`config.mk`:
```
export PLATFORM = sky130hd
export DESIGN_NAME = dspl_mux_drv
export DESIGN_NICKNAME = d
export VERILOG_FILES = /design/src/rtl/dspl_mux_drv.sv
export SDC_FILE = /design/constraint.sdc
export NUM_CORES = 1
export LEC_CHECK = 0
export CORE_UTILIZATION = 41
export CTS_CLUSTER_SIZE = 14
export DETAILED_ROUTE_END_ITERATION = 10
export PLACE_DENSITY = 0.67
export SLEW_MARGIN = 25
export SYNTH_ARGS = -nofsm -noshare
export SYNTH_HDL_FRONTEND = slang
export SYNTH_SLANG_ARGS = --single-unit
```
`constraint.sdc`:
```
create_clock -name clock -period 13.36 [get_ports clock]
set_input_delay 2.672 -clock clock [delete_from_list [all_inputs] [get_ports clock]]
set_output_delay 2.672 -clock clock [all_outputs]
set_load 0.02 [all_outputs]
```
`src/rtl/dspl_mux_drv.sv`:
```
`default_nettype none
// ============================================================================
// Module   : dspl_mux_drv
// Purpose  : Multiplexed common-anode seven-segment display driver with
//            anti-ghosting blank interval, 16-level PWM brightness,
//            per-digit blink mask and a frame-complete strobe.
// Revision : 1.0 - initial release
// ============================================================================
module dspl_mux_drv #(
    parameter int N_DIGITS  = 8,
    parameter int CLK_HZ    = 100_000_000,
    parameter int SLOT_HZ   = 1000,
    parameter int BLANK_CYC = 100,
    parameter int BLINK_MS  = 500
) (
    input  logic                  clock,
    input  logic                  reset,
    input  logic [6*N_DIGITS-1:0] digits,
    input  logic [N_DIGITS-1:0]   blink,
    input  logic [3:0]            bright,
    output logic [7:0]            dec_cat,
    output logic [N_DIGITS-1:0]   an,
    output logic                  frame_tick
);

    // ------------------------------------------------------------------------
    // Derived constants
    // ------------------------------------------------------------------------
    localparam int c_SLOT_CYC    = CLK_HZ / SLOT_HZ;
    localparam int c_BLINK_TICKS = SLOT_HZ * BLINK_MS / 1000;

    localparam int c_CNT_W = (c_SLOT_CYC > 1)    ? $clog2(c_SLOT_CYC)    : 1;
    localparam int c_SEL_W = (N_DIGITS > 1)      ? $clog2(N_DIGITS)      : 1;
    localparam int c_BLK_W = (c_BLINK_TICKS > 1) ? $clog2(c_BLINK_TICKS) : 1;
    // Wide enough for SLOT_CYC*16 so the on-time product never overflows.
    localparam int c_ON_W  = $clog2(c_SLOT_CYC * 16 + 1);

    localparam logic [c_CNT_W-1:0] c_CNT_LAST = c_CNT_W'(c_SLOT_CYC - 1);
    localparam logic [c_SEL_W-1:0] c_SEL_LAST = c_SEL_W'(N_DIGITS - 1);
    localparam logic [c_BLK_W-1:0] c_BLK_LAST = c_BLK_W'(c_BLINK_TICKS - 1);
    localparam logic [c_ON_W-1:0]  c_LIT_SPAN = c_ON_W'(c_SLOT_CYC - BLANK_CYC);
    localparam logic [c_ON_W-1:0]  c_BLANK    = c_ON_W'(BLANK_CYC);

    // ------------------------------------------------------------------------
    // State
    // ------------------------------------------------------------------------
    logic [c_CNT_W-1:0]  r_cnt;
    logic [c_SEL_W-1:0]  r_sel;
    logic [c_BLK_W-1:0]  r_blink_cnt;
    logic                r_blink_phase;
    logic [5:0]          r_sh_digit;
    logic [3:0]          r_sh_bright;
    logic [N_DIGITS-1:0] r_an;
    logic [7:0]          r_dec_cat;
    logic                r_frame_tick;

    // ------------------------------------------------------------------------
    // Combinational
    // ------------------------------------------------------------------------
    logic                w_slot_tick;
    logic                w_slot_start;
    logic [5:0]          w_live_digit;
    logic                w_blink_sel;
    logic [5:0]          w_field;
    logic [3:0]          w_bright;
    logic [c_ON_W-1:0]   w_prod;
    logic [c_ON_W-1:0]   w_on;
    logic [c_ON_W-1:0]   w_cnt_ext;
    logic                w_lit;
    logic [6:0]          w_glyph;
    logic [N_DIGITS-1:0] w_an_next;
    logic [7:0]          w_cat_next;

    assign w_slot_tick  = (r_cnt == c_CNT_LAST);
    assign w_slot_start = (r_cnt == '0);

    // Slot-cycle counter; its wrap is the slot tick.
    always_ff @(posedge clock or negedge reset) begin
        if (!reset) begin
            r_cnt <= '0;
        end else if (w_slot_tick) begin
            r_cnt <= '0;
        end else begin
            r_cnt <= r_cnt + c_CNT_W'(1);
        end
    end

    // Digit select advances once per slot and wraps after the last digit.
    always_ff @(posedge clock or negedge reset) begin
        if (!reset) begin
            r_sel <= '0;
        end else if (w_slot_tick) begin
            if (r_sel == c_SEL_LAST) begin
                r_sel <= '0;
            end else begin
                r_sel <= r_sel + c_SEL_W'(1);
            end
        end
    end

    // Blink phase toggles every BLINK_TICKS slot ticks.
    always_ff @(posedge clock or negedge reset) begin
        if (!reset) begin
            r_blink_cnt   <= '0;
            r_blink_phase <= 1'b0;
        end else if (w_slot_tick) begin
            if (r_blink_cnt == c_BLK_LAST) begin
                r_blink_cnt   <= '0;
                r_blink_phase <= ~r_blink_phase;
            end else begin
                r_blink_cnt <= r_blink_cnt + c_BLK_W'(1);
            end
        end
    end

    // Pick the live digit field and blink bit for the selected digit; a
    // constant-index scan avoids variable-width part selects.
    always_comb begin
        w_live_digit = '0;
        w_blink_sel  = 1'b0;
        for (int i = 0; i < N_DIGITS; i++) begin
            if (r_sel == c_SEL_W'(i)) begin
                w_live_digit = digits[6*i +: 6];
                w_blink_sel  = blink[i];
            end
        end
    end

    // Capture digit field and brightness on the first cycle of each slot.
    always_ff @(posedge clock or negedge reset) begin
        if (!reset) begin
            r_sh_digit  <= '0;
            r_sh_bright <= '0;
        end else if (w_slot_start) begin
            r_sh_digit  <= w_live_digit;
            r_sh_bright <= bright;
        end
    end

    // On the capture cycle itself the shadow is not loaded yet, so the live
    // values are used; from then on the frozen shadow copy drives the slot.
    assign w_field  = w_slot_start ? w_live_digit : r_sh_digit;
    assign w_bright = w_slot_start ? bright       : r_sh_bright;

    // PWM on-time and lit-window decision for the current cycle.
    always_comb begin
        w_prod    = c_LIT_SPAN * (c_ON_W'(w_bright) + c_ON_W'(1));
        w_on      = w_prod >> 4;
        w_cnt_ext = c_ON_W'(r_cnt);
        w_lit     = (w_cnt_ext >= c_BLANK) &&
                    (w_cnt_ext < (c_BLANK + w_on)) &&
                    w_field[5] &&
                    !(w_blink_sel && r_blink_phase);
    end

    // Only the selected anode may go low, and only inside its lit window.
    always_comb begin
        w_an_next = '1;
        for (int i = 0; i < N_DIGITS; i++) begin
            if ((r_sel == c_SEL_W'(i)) && w_lit) begin
                w_an_next[i] = 1'b0;
            end
        end
    end

    // Hex-to-glyph decode, segments {a,b,c,d,e,f,g} active-low.
    always_comb begin
        w_glyph = 7'b1111111;
        unique case (w_field[4:1])
            4'h0: w_glyph = 7'b0000001;
            4'h1: w_glyph = 7'b1001111;
            4'h2: w_glyph = 7'b0010010;
            4'h3: w_glyph = 7'b0000110;
            4'h4: w_glyph = 7'b1001100;
            4'h5: w_glyph = 7'b0100100;
            4'h6: w_glyph = 7'b0100000;
            4'h7: w_glyph = 7'b0001111;
            4'h8: w_glyph = 7'b0000000;
            4'h9: w_glyph = 7'b0000100;
            4'hA: w_glyph = 7'b0001000;
            4'hB: w_glyph = 7'b1100000;
            4'hC: w_glyph = 7'b0110001;
            4'hD: w_glyph = 7'b1000010;
            4'hE: w_glyph = 7'b0110000;
            4'hF: w_glyph = 7'b0111000;
            default: w_glyph = 7'b1111111;
        endcase
        w_cat_next = {w_glyph, ~w_field[0]};
    end

    // Output registers: one clock behind the internal slot state.
    always_ff @(posedge clock or negedge reset) begin
        if (!reset) begin
            r_an         <= '1;
            r_dec_cat    <= 8'hFF;
            r_frame_tick <= 1'b0;
        end else begin
            r_an         <= w_an_next;
            r_dec_cat    <= w_cat_next;
            r_frame_tick <= w_slot_start && (r_sel == '0);
        end
    end

    assign an         = r_an;
    assign dec_cat    = r_dec_cat;
    assign frame_tick = r_frame_tick;

endmodule
`default_nettype wire

```
### Word-level counts from Yosys, hierarchy flattened

Memory sizes are Yosys's and may differ from the RTL's. A register that Yosys moved wholly into a read port is not among the register bits.
Cells that the tools add are included.

* flip-flop bits (word level): 57
* bits in read-only memories: 112
* input port bits: 62
* logic and storage cells: 76
* memories kept: 1

Memory list
* (name not given): depth 16, bits a word 7, read ports 1, clocked after Yosys merged registers in 1, wr ports 0, RTL line 169 `unique case (w_field[4:1])`

* add/sub/neg operators: 5
* multipliers: 1
* $lt $le $gt $ge: 2
* equal/unequal tests: 9
* muxes and demuxes: 29
* bitwise gates (word level): 2
* reduce and logical (&&, ||, !) cells: 18

Operators with widths (count)
* 6-bit two-way mux: 9
* 15-bit by 5-bit multiplier with 19-bit output, first input constant: 1
* 7-bit by 17-bit adder with 18-bit output, first input constant: 1
* 17-bit by 18-bit < comparator with 1-bit output: 1
* 17-bit by 1-bit adder with 17-bit output, second input constant: 1
* 17-bit equality test, second input constant: 1
* 17-bit by 7-bit greater-or-equal comparator with 1-bit output, second input constant: 1
* 17-bit logical NOT: 1
* 17-bit two-way mux: 1
* 1-bit two-way mux: 16
* 1-bit logical AND: 13
* 3-bit equality test, second input constant: 4
* 9-bit by 1-bit adder with 9-bit output, second input constant: 1
* 9-bit equality test, second input constant: 1
* 9-bit two-way mux: 1
* 3-bit by 2-bit equality test with 1-bit output, second input constant: 2
* 4-bit by 1-bit adder with 5-bit output, second input constant: 1
* 4-bit two-way mux: 1
* 3-bit by 1-bit adder with 3-bit output, second input constant: 1
* 3-bit by 1-bit equality test with 1-bit output, second input constant: 1
* 3-bit logical NOT: 1
* 3-bit two-way mux: 1
* 1-bit logical NOT: 2
* 1-bit inverter: 2
* 2-bit AND reduction: 1

### Logic depth before layout (Yosys ltp)

Gate-level depths: netlist (run 1).

* word-level depth: 14
* depth in mapped cells: 32
* mapped depth without buffers: 31

### Least setup slack after synthesis (run 1)

Ideal clock, no wire load.

* path kind: in2reg
* start: in bright[0]
* end: reg r_an[7] (netlist: an[7])
* library setup time: 0.100 ns
* arrival time: 8.413 ns
* data required time: 13.260 ns
* path slack: 4.848 ns
* cell stages on the path: 24
* cell sequence: mux2i_1 inv_1 ha_1 xor2_1 fa_1 inv_1 fa_1 ha_1 ha_1 a21oi_1 a21oi_1 o21a_1 a2111oi_4 a32o_1 o21ai_0 xnor2_1 ha_1 a21o_1 a21o_1 a22oi_1 o211ai_1 o22a_1 o31ai_4 nand4_1

* longest elaborated chain between the ends: 10

RTL lines
* start, declared: RTL line 20 `input logic [3:0] bright,`
* 4-bit two-way mux
* named net w_bright[0]: RTL line 65 `logic [3:0] w_bright;`
* 4-bit by 1-bit adder with 5-bit output: RTL line 147 `w_prod = c_LIT_SPAN * (c_ON_W'(w_bright) + c_ON_W'(1));`
* 15-bit by 5-bit multiplier with 19-bit output: RTL line 147
* 7-bit by 17-bit adder with 18-bit output: RTL line 151 `(w_cnt_ext < (c_BLANK + w_on)) &&`
* 17-bit by 18-bit < comparator with 1-bit output: RTL line 151
* 1-bit logical AND: RTL line 150 `w_lit = (w_cnt_ext >= c_BLANK) &&`
* 1-bit logical AND: RTL line 151
* 1-bit logical AND: RTL line 152 `w_field[5] &&`
* 1-bit logical AND: RTL line 160 `if ((r_sel == c_SEL_W'(i)) && w_lit) begin`
* 1-bit two-way mux: RTL line 160
* named net w_an_next[7]: RTL line 71 `logic [N_DIGITS-1:0] w_an_next;`
* end signal, assigned: RTL line 198 `r_an <= w_an_next;`
* end, declared: RTL line 53 `logic [N_DIGITS-1:0] r_an;`

The timed path passes the listed nets, and every way through them passes these cells.
A chain may end at the register's enable or synchronous reset.

### Final worst setup path (run 1)

Same ends and word-level chain as after synthesis.

==> results of run 1 <==
## cell families after synthesis
family / Yosys count / synth area share, %
AO/OA/AOI/OAI: 147 / 20.0
XOR/XNOR: 40 / 6.94
adder cells (fa/ha/maj): 67 / 17.3
buffers and inverters: 47 / 3.91
flip-flops: 57 / 28.6
multiplexers: 12 / 2.50
AND/OR/NAND/NOR: 198 / 20.7
## registers in the layout (all words and copies together) (netlist names), 3 cells and up
signal / cells
an: 8
dec_cat: 8
r_blink_cnt: 9
r_cnt: 17
r_sel: 3
r_sh_bright: 4
r_sh_digit: 6
## synthesized netlist by cell type, types with 2 or more instances
cell type / instances
nand2_1: 56
nand4_1: 13
o311ai_0: 3
dfrtp_1: 41
o31ai_4: 2
nor3_1: 13
o31ai_1: 4
o21ai_1: 2
a21o_1: 5
a211o_1: 4
a31oi_1: 13
a22oi_1: 4
nand4b_1: 2
clkbuf_1: 18
xor2_1: 16
nor2b_1: 10
nand3_1: 26
buf_6: 2
a221o_1: 2
nor4b_1: 2
xnor2_1: 24
a211oi_1: 8
inv_1: 24
o21a_1: 7
nor2_1: 29
or3_1: 6
and2_1: 8
dfstp_2: 16
o22ai_1: 3
buf_2: 2
o211ai_1: 3
a221oi_1: 3
nand2b_1: 2
fa_1: 5
o21ai_0: 32
nand3b_1: 10
and4_1: 4
ha_1: 62
and3_1: 7
mux2i_1: 7
mux2_2: 5
a21oi_1: 35
o31a_1: 3
## placed cells by master, fill, tap and decap left out, types with 9 or more instances in the layout
cell type and n:
inv_1 24, a21oi_1 35, nor3_1 13, nand4_1 13, dfstp_2 16, nor2_1 29, xor2_1 16, clkdlybuf4s50_1 77
a31oi_1 13, ha_1 62, nand3b_1 10, xnor2_1 24, nand3_1 26, dfrtp_1 41, o21ai_0 32, nor2b_1 10
clkbuf_16 9, nand2_1 56
## worst paths after layout
kind,slack (ps),start,depth (start not counted),end
setup / recovery,3940,bright[0],22,an[7]
hold / removal,410,r_sh_digit[0],1,dec_cat[0]
setup reg to reg,4890,r_cnt[11],24,an[7]
hold reg to reg,410,r_sh_digit[0],1,dec_cat[0]
max in group asynchronous,10400,reset,2,r_sh_digit[0]
min in group asynchronous,2480,reset,2,r_cnt[6]
## power breakdown
part	switching (uW)	internal, uW	leakage (uW)
logic	161	127	0.00182
registers	1.21	178	0.000703
clock network	77.7	135	0.000133
total	240	441	0.00266
## metal layers
metal	routed length, um	share of wire, %
met1	5850	45
met2	6370	49
met3	620	4.7
met4	262	2.0
met5	0	0
## area by class of cell
type | count | area, sq um
fillers | 1164 | 5810
multi-input cells | 464 | 3410
flip-flops and latches | 57 | 1450
repair buffers | 80 | 791
clock buffers | 14 | 264
well taps | 147 | 184
inverters | 24 | 90.1
clock inverters | 2 | 12.5
## through the flow
stage	instances	hold WS (ps)	area, sq um
2_1_floorplan	568	384	5050
3_3_place_gp	772	394	5920
3_5_place_dp	772	408	5920
4_1_cts	788	416	6190
5_1_grt	788	440	6200
6_report	788	412	6200
==> metrics.md, run 1 <==
| Metric | Value |
|---|---|
| Synth top area share | `20.3%` |
| Synthesized area per cell | `8.89 sq um` |
| Util after Layout | `51.6%` |
| Critical path, cell by cell | `clkdlybuf4s50_1 -> mux2i_2 -> inv_1 -> ha_1 -> xor2_1 -> fa_1 -> inv_1 -> fa_1 -> ha_1 -> ha_1 -> a21oi_1 -> a21oi_1 -> o21a_1 -> a2111oi_4 -> nand4_1 -> o31ai_1 -> ha_1 -> a2111oi_0 -> o211ai_1 -> o22a_1 -> o31ai_4 -> nand4_1` |
| Die Width | `113 um` |
| Max Fclk | `0.106 GHz` |
| HPWL after DPL | `9990 um` |
| Synthesized area | `0.00505 sq mm` |
| Antenna Nets Post-Route | `0` |
| # setup viols final | `0` |
| Run status | `complete, no violations` |
| Deepest clock path buffer count | `2` |
| Asr flop ratio synth | `100%` |
| Dpl ws | `3420 ps` |
| Number of global-route vias before repair | `4427` |
| Gr usage total | `21.2%` |
| FF+latch count, synth | `57` |
| CTS Buf Count | `9` |
| Pwr/cell area | `110 mW/mm^2` |
| Crit Path Class | `primary input to flop` |
| WP buf/inv | `3` |
| Slew Viols, Final | `0` |
| CTS clock-pin slew for the worst setup and hold paths | `50 ps` |
| Max IR drop VDD | `54.7 uV` |
| Top cell family by delay on the critical path | `compound AO/OA/AOI/OAI gates` |
| Grt met1 use | `26.0%` |
| CP dominant cell by count | `ha_1` |
| Initial antenna violation count | `0` |
| Die Y | `113 um` |
| Leak | `0.00266 uW` |
| Max-cap violations | `0` |
| Final hold vios | `0` |
| Met2 Resource Use GR | `37.2%` |
| Tmin final | `9420 ps` |
| TritonCTS clock tree | `built` |
| Largest area contributor in the netlist | `dfrtp_1` |
| Total setup buffers inserted after CTS | `0` |
| Top FF cell, synth | `dfrtp_1` |
| GRT overflow | `0` |
| Post-synthesis sequential area ratio | `28.6%` |
| Syn_nets | `697` |
| Starting Density | `42.1%` |
| Post-cts resize count | `0` |
| Library cells used by synthesis | `68` |
| Worst hold path type | `flop to flop` |
| PortBufs | `78` |
| Via count | `4485` |
| H-tree depth | `3` |
| Mapped Cells | `568` |
| Arr. time, crit path | `9640 ps` |
| Ratio of cells with drive above 1 in the final layout | `7.64%` |
| Crit path max-delay cell type | `a2111oi_0` |
| Slowest stage delay, CP | `580 ps` |
| Crit. End Element | `flop` |
| Number of remaining DRC errors | `0` |
| Die ar. | `0.0128 sq mm` |
| CORE AREA | `0.0120 sq mm` |
| Worst path required time | `13580 ps` |
| Cts hold-fix bufs | `0` |
| P&R area growth vs syn | `22.7%` |
| # diodes | `0` |
| Vias per std cell | `5.69` |
| Met3 Use GR | `4.02%` |
| Post-synth EDFFs | `0` |
| CP max FO | `10` |
| TritonCTS Sinks | `57` |
| First-pass GRT wire length | `21600 um` |
| Routed WL | `13100 um` |
| Routed len/inst | `16.6 um` |
| Max-slew headroom | `36.6%` |
| Num ports | `79` |
| Final period utilization | `70.5%` |
| Tightest Pin Transition | `947 ps` |
| CP Launch Type | `primary input` |
| Root buf cell | `clkbuf_16` |
| Final setup margin | `3940 ps` |
| DR iter-0 viols | `314` |
| Fin nets | `765` |
| Total power | `681 uW` |
| Synth warn | `0` |
| Final Skew | `4.69 ps` |
| Setup TNS | `0 ps` |
| Floorplan row count | `40` |
| Routability-driven placement congestion ratio | `0.894` |
| Unrepaired setup endpoints after global routing | `false` |
| Drt pass-1 iters | `4` |
| Top post-synthesis cells by area | `dfrtp_1 20%, ha_1 15%, dfstp_2 8.3%` |
| Busiest grt layer | `met2` |
| Clock Latency Late Sink | `330 ps` |
| Largest net degree at the start of global routing | `58` |
Note: power is estimated with default switching activity, not from simulation.
==> inputs of run 2 (changes only) <==
- clock period: 13.36 -> 8.75 ns (I/O delays scaled with it)
==> metrics.md, run 2 (same netlist as run 1, synthesis figures left out) <==
| Metric | Value |
|---|---|
| HPWL after DPL | `9950 um (-0.33%)` |
| Die Y | `113 um (unchanged)` |
| Via count | `4504 (+0.42%)` |
| Comb pwr share | `41.4% (-1.0 points)` |
| # setup viols final | `0 (unchanged)` |
| Tmin final | `7990 ps` |
| CP dominant cell by count | `ha_1` |
| Area of the multi-input gates | `0.00341 sq mm (-0.11%)` |
| Most common cell after layout, fill and taps aside | `clkdlybuf4s50_1` |
| Ratio of cells with drive above 1 in the final layout | `7.80% (+0.16 points)` |
| CP Launch Type | `primary input` |
| Max Fclk | `0.125 GHz` |
| Cell count of the worst reg-to-reg path | `26 (+8.3%)` |
| Most flops, register | `r_cnt` |
| Critical path startpoint | `bright[1]` |
| Setup TNS | `0 ps (unchanged)` |
| Pwr/cell area | `171 mW/mm^2 (+56%)` |
| Final Skew | `7.65 ps (+2.96 ps)` |
| Cell Int Power | `700 uW (+59%)` |
| Crit Path Class | `primary input to flop` |
| Max-cap violations | `0 (unchanged)` |
| Number of global-route vias before repair | `4404 (-0.52%)` |
| Unrepaired setup endpoints after global routing | `false` |
| Top cell family by delay on the critical path | `adder cells` |
| Tightest Pin Transition | `888 ps (-58.8 ps)` |
| Starting Density | `42.1% (unchanged)` |
| Largest net degree at the start of global routing | `58 (unchanged)` |
| Initial antenna violation count | `0 (unchanged)` |
| Max IR drop VDD | `105 uV (+91%)` |
| Worst r2r dst | `an[7]` |
| Layout Cells excl Fill | `788 (unchanged)` |
| Register area | `0.00145 sq mm (unchanged)` |
| Placed cells | `773 (+0.13%)` |
| Slew Viols, Final | `0 (unchanged)` |
| Fillcell total | `1140 (-2.1%)` |
| Clock network power share | `32.8% (+1.5 points)` |
| Worst reg-to-reg setup slack | `790 ps (-4100 ps)` |
| Max reg flops | `17 (unchanged)` |
| Run status | `complete, no violations` |
| # diodes | `0 (unchanged)` |
| Most frequent cells in the layout | `77 x clkdlybuf4s50_1, 62 x ha_1, 56 x nand2_1, 41 x dfrtp_1, 35 x a21oi_1` |
| Gr usage total | `20.9% (-0.26 points)` |
| Psw | `364 uW (+52%)` |
| Crit. End Element | `flop` |
| Levels on crit path | `24 (+9.1%)` |
| Number of remaining DRC errors | `0 (unchanged)` |
| Routed len/inst | `16.5 um (-0.85%)` |
| Fin nets | `766 (+0.13%)` |
| Die Width | `113 um (unchanged)` |
| R2R Path Start | `r_cnt[11]` |
| CP max FO | `8 (-2)` |
| CTS Buf Count | `9 (unchanged)` |
| Slowest stage delay, CP | `490 ps (-90 ps)` |
| Root buf cell | `clkbuf_16` |
| Max-slew headroom | `40.5% (+3.9 points)` |
| Post-cts resize count | `0 (unchanged)` |
| Leak | `0.00268 uW (+0.98%)` |
| Vias per std cell | `5.72 (+0.42%)` |
| Worst setup endpoint | `an[7]` |
| Antenna Nets Post-Route | `0 (unchanged)` |
| TritonCTS Sinks | `57 (unchanged)` |
| Sequential share of power | `25.8% (-0.6 points)` |
| Routed WL | `13000 um (-0.85%)` |
| Floorplan row count | `40 (unchanged)` |
| Worst path required time | `9010 ps (-4570 ps)` |
| Switching Fraction | `34.2% (-1.0 points)` |
| Crit path max-delay cell type | `fa_1` |
| Die ar. | `0.0128 sq mm (unchanged)` |
| Arr. time, crit path | `8250 ps (-1390 ps)` |
| Critical path, cell by cell | `clkdlybuf4s50_1 -> mux2i_1 -> inv_1 -> ha_1 -> xor2_1 -> fa_1 -> inv_1 -> fa_1 -> ha_1 -> ha_1 -> a21oi_1 -> a21oi_1 -> o21a_1 -> a2111oi_4 -> nand4_1 -> xnor2_1 -> ha_1 -> nand4_1 -> nor3_1 -> nand2_1 -> a211oi_1 -> o22a_1 -> o31ai_4 -> nand4_1` |
| PortBufs | `78 (unchanged)` |
| Clock Latency Late Sink | `330 ps (about the same)` |
| CORE AREA | `0.0120 sq mm (unchanged)` |
| CTS clock-pin slew for the worst setup and hold paths | `50 ps (about the same)` |
| Final period utilization | `91.3%` |
| Cts hold-fix bufs | `0 (unchanged)` |
| Biggest regs | `r_cnt (17), r_blink_cnt (9)` |
| DR iter-0 viols | `349 (+11%)` |
| Num ports | `79 (unchanged)` |
| Total setup buffers inserted after CTS | `0 (unchanged)` |
| Deepest clock path buffer count | `2 (unchanged)` |
| P&R area growth vs syn | `23.2%` |
| Final hold vios | `0 (unchanged)` |
| TritonCTS clock tree | `built` |
| GRT overflow | `0 (unchanged)` |
| H-tree depth | `3 (unchanged)` |
| Routability-driven placement congestion ratio | `0.885 (-1.0%)` |
| First-pass GRT wire length | `21300 um (-0.96%)` |
| Worst hold path type | `flop to flop` |
| Drt pass-1 iters | `6 (+2)` |
| WP buf/inv | `3 (unchanged)` |
-- run 2: final cells by class --
type / count / area share (%)
clock inverters: 3 / 0.643
inverters: 24 / 1.45
multi-input cells: 464 / 54.8
flip-flops and latches: 57 / 23.2
well taps: 147 / 2.96
repair buffers: 81 / 12.8
clock buffers: 12 / 4.12
-- run 2: per-stage QoR --
step                setup slack (ps)  area (sq um)  total power, uW  hold slack, ps  utilization, %
finish                           764          6220             1060             413            51.8
global route                     310          6220             1140             435            51.8
CTS                              782          6220             1070             411            51.8
detailed placement               467          5930              717             406            49.3
global placement                 784          5930              703             394            49.3
floorplan                       1160          5050              605             384               -
-- run 2: worst register-to-register path, stage by stage, from the launching register on --
cell	delay (ps)
dfrtp_1	450
or4_4	580
nor4_4	500
nand2_4	220
mux2i_1	320
inv_1	160
ha_1	250
xor2_1	330
fa_1	490
inv_1	100
fa_1	420
ha_1	310
ha_1	350
a21oi_1	410
a21oi_1	200
o21a_1	290
a2111oi_4	460
nand4_1	320
xnor2_1	220
ha_1	320
nand4_1	120
nor3_1	280
nand2_1	100
a211oi_1	240
o22a_1	210
o31ai_4	120
nand4_1	140
-- run 2: worst min-delay path by stage --
stage | startpoint | end | slack [ps] | cells after the start
after global placement | r_sh_digit[0] | dec_cat[0] | 390 | 1
final | r_sh_digit[0] | dec_cat[0] | 410 | 1
after floorplan | r_sh_digit[0] | dec_cat[0] | 380 | 1
after CTS | r_sh_digit[0] | dec_cat[0] | 410 | 1
after detailed placement | r_sh_digit[0] | dec_cat[0] | 410 | 1
after global routing | r_sh_digit[0] | dec_cat[0] | 440 | 1
-- run 2: power groups by stage --
stage               Sequential [uW]  Combinational (uW)  Clock (uW)
finish                          274                 440         349
global route                    274                 501         368
CTS                             274                 442         355
detailed placement              278                 439           0
global placement                278                 425           0
floorplan                       282                 323           0
-- run 2: metal layers --
metal / up-vias / GRT usage [%] / routed length (um)
met4: 0 / 8.86 / 333
met3: 29 / 4.07 / 688
met5: - / 0 / 0
li1: 2229 / - / -
met2: 142 / 36.1 / 6100
met1: 2104 / 25.5 / 5880
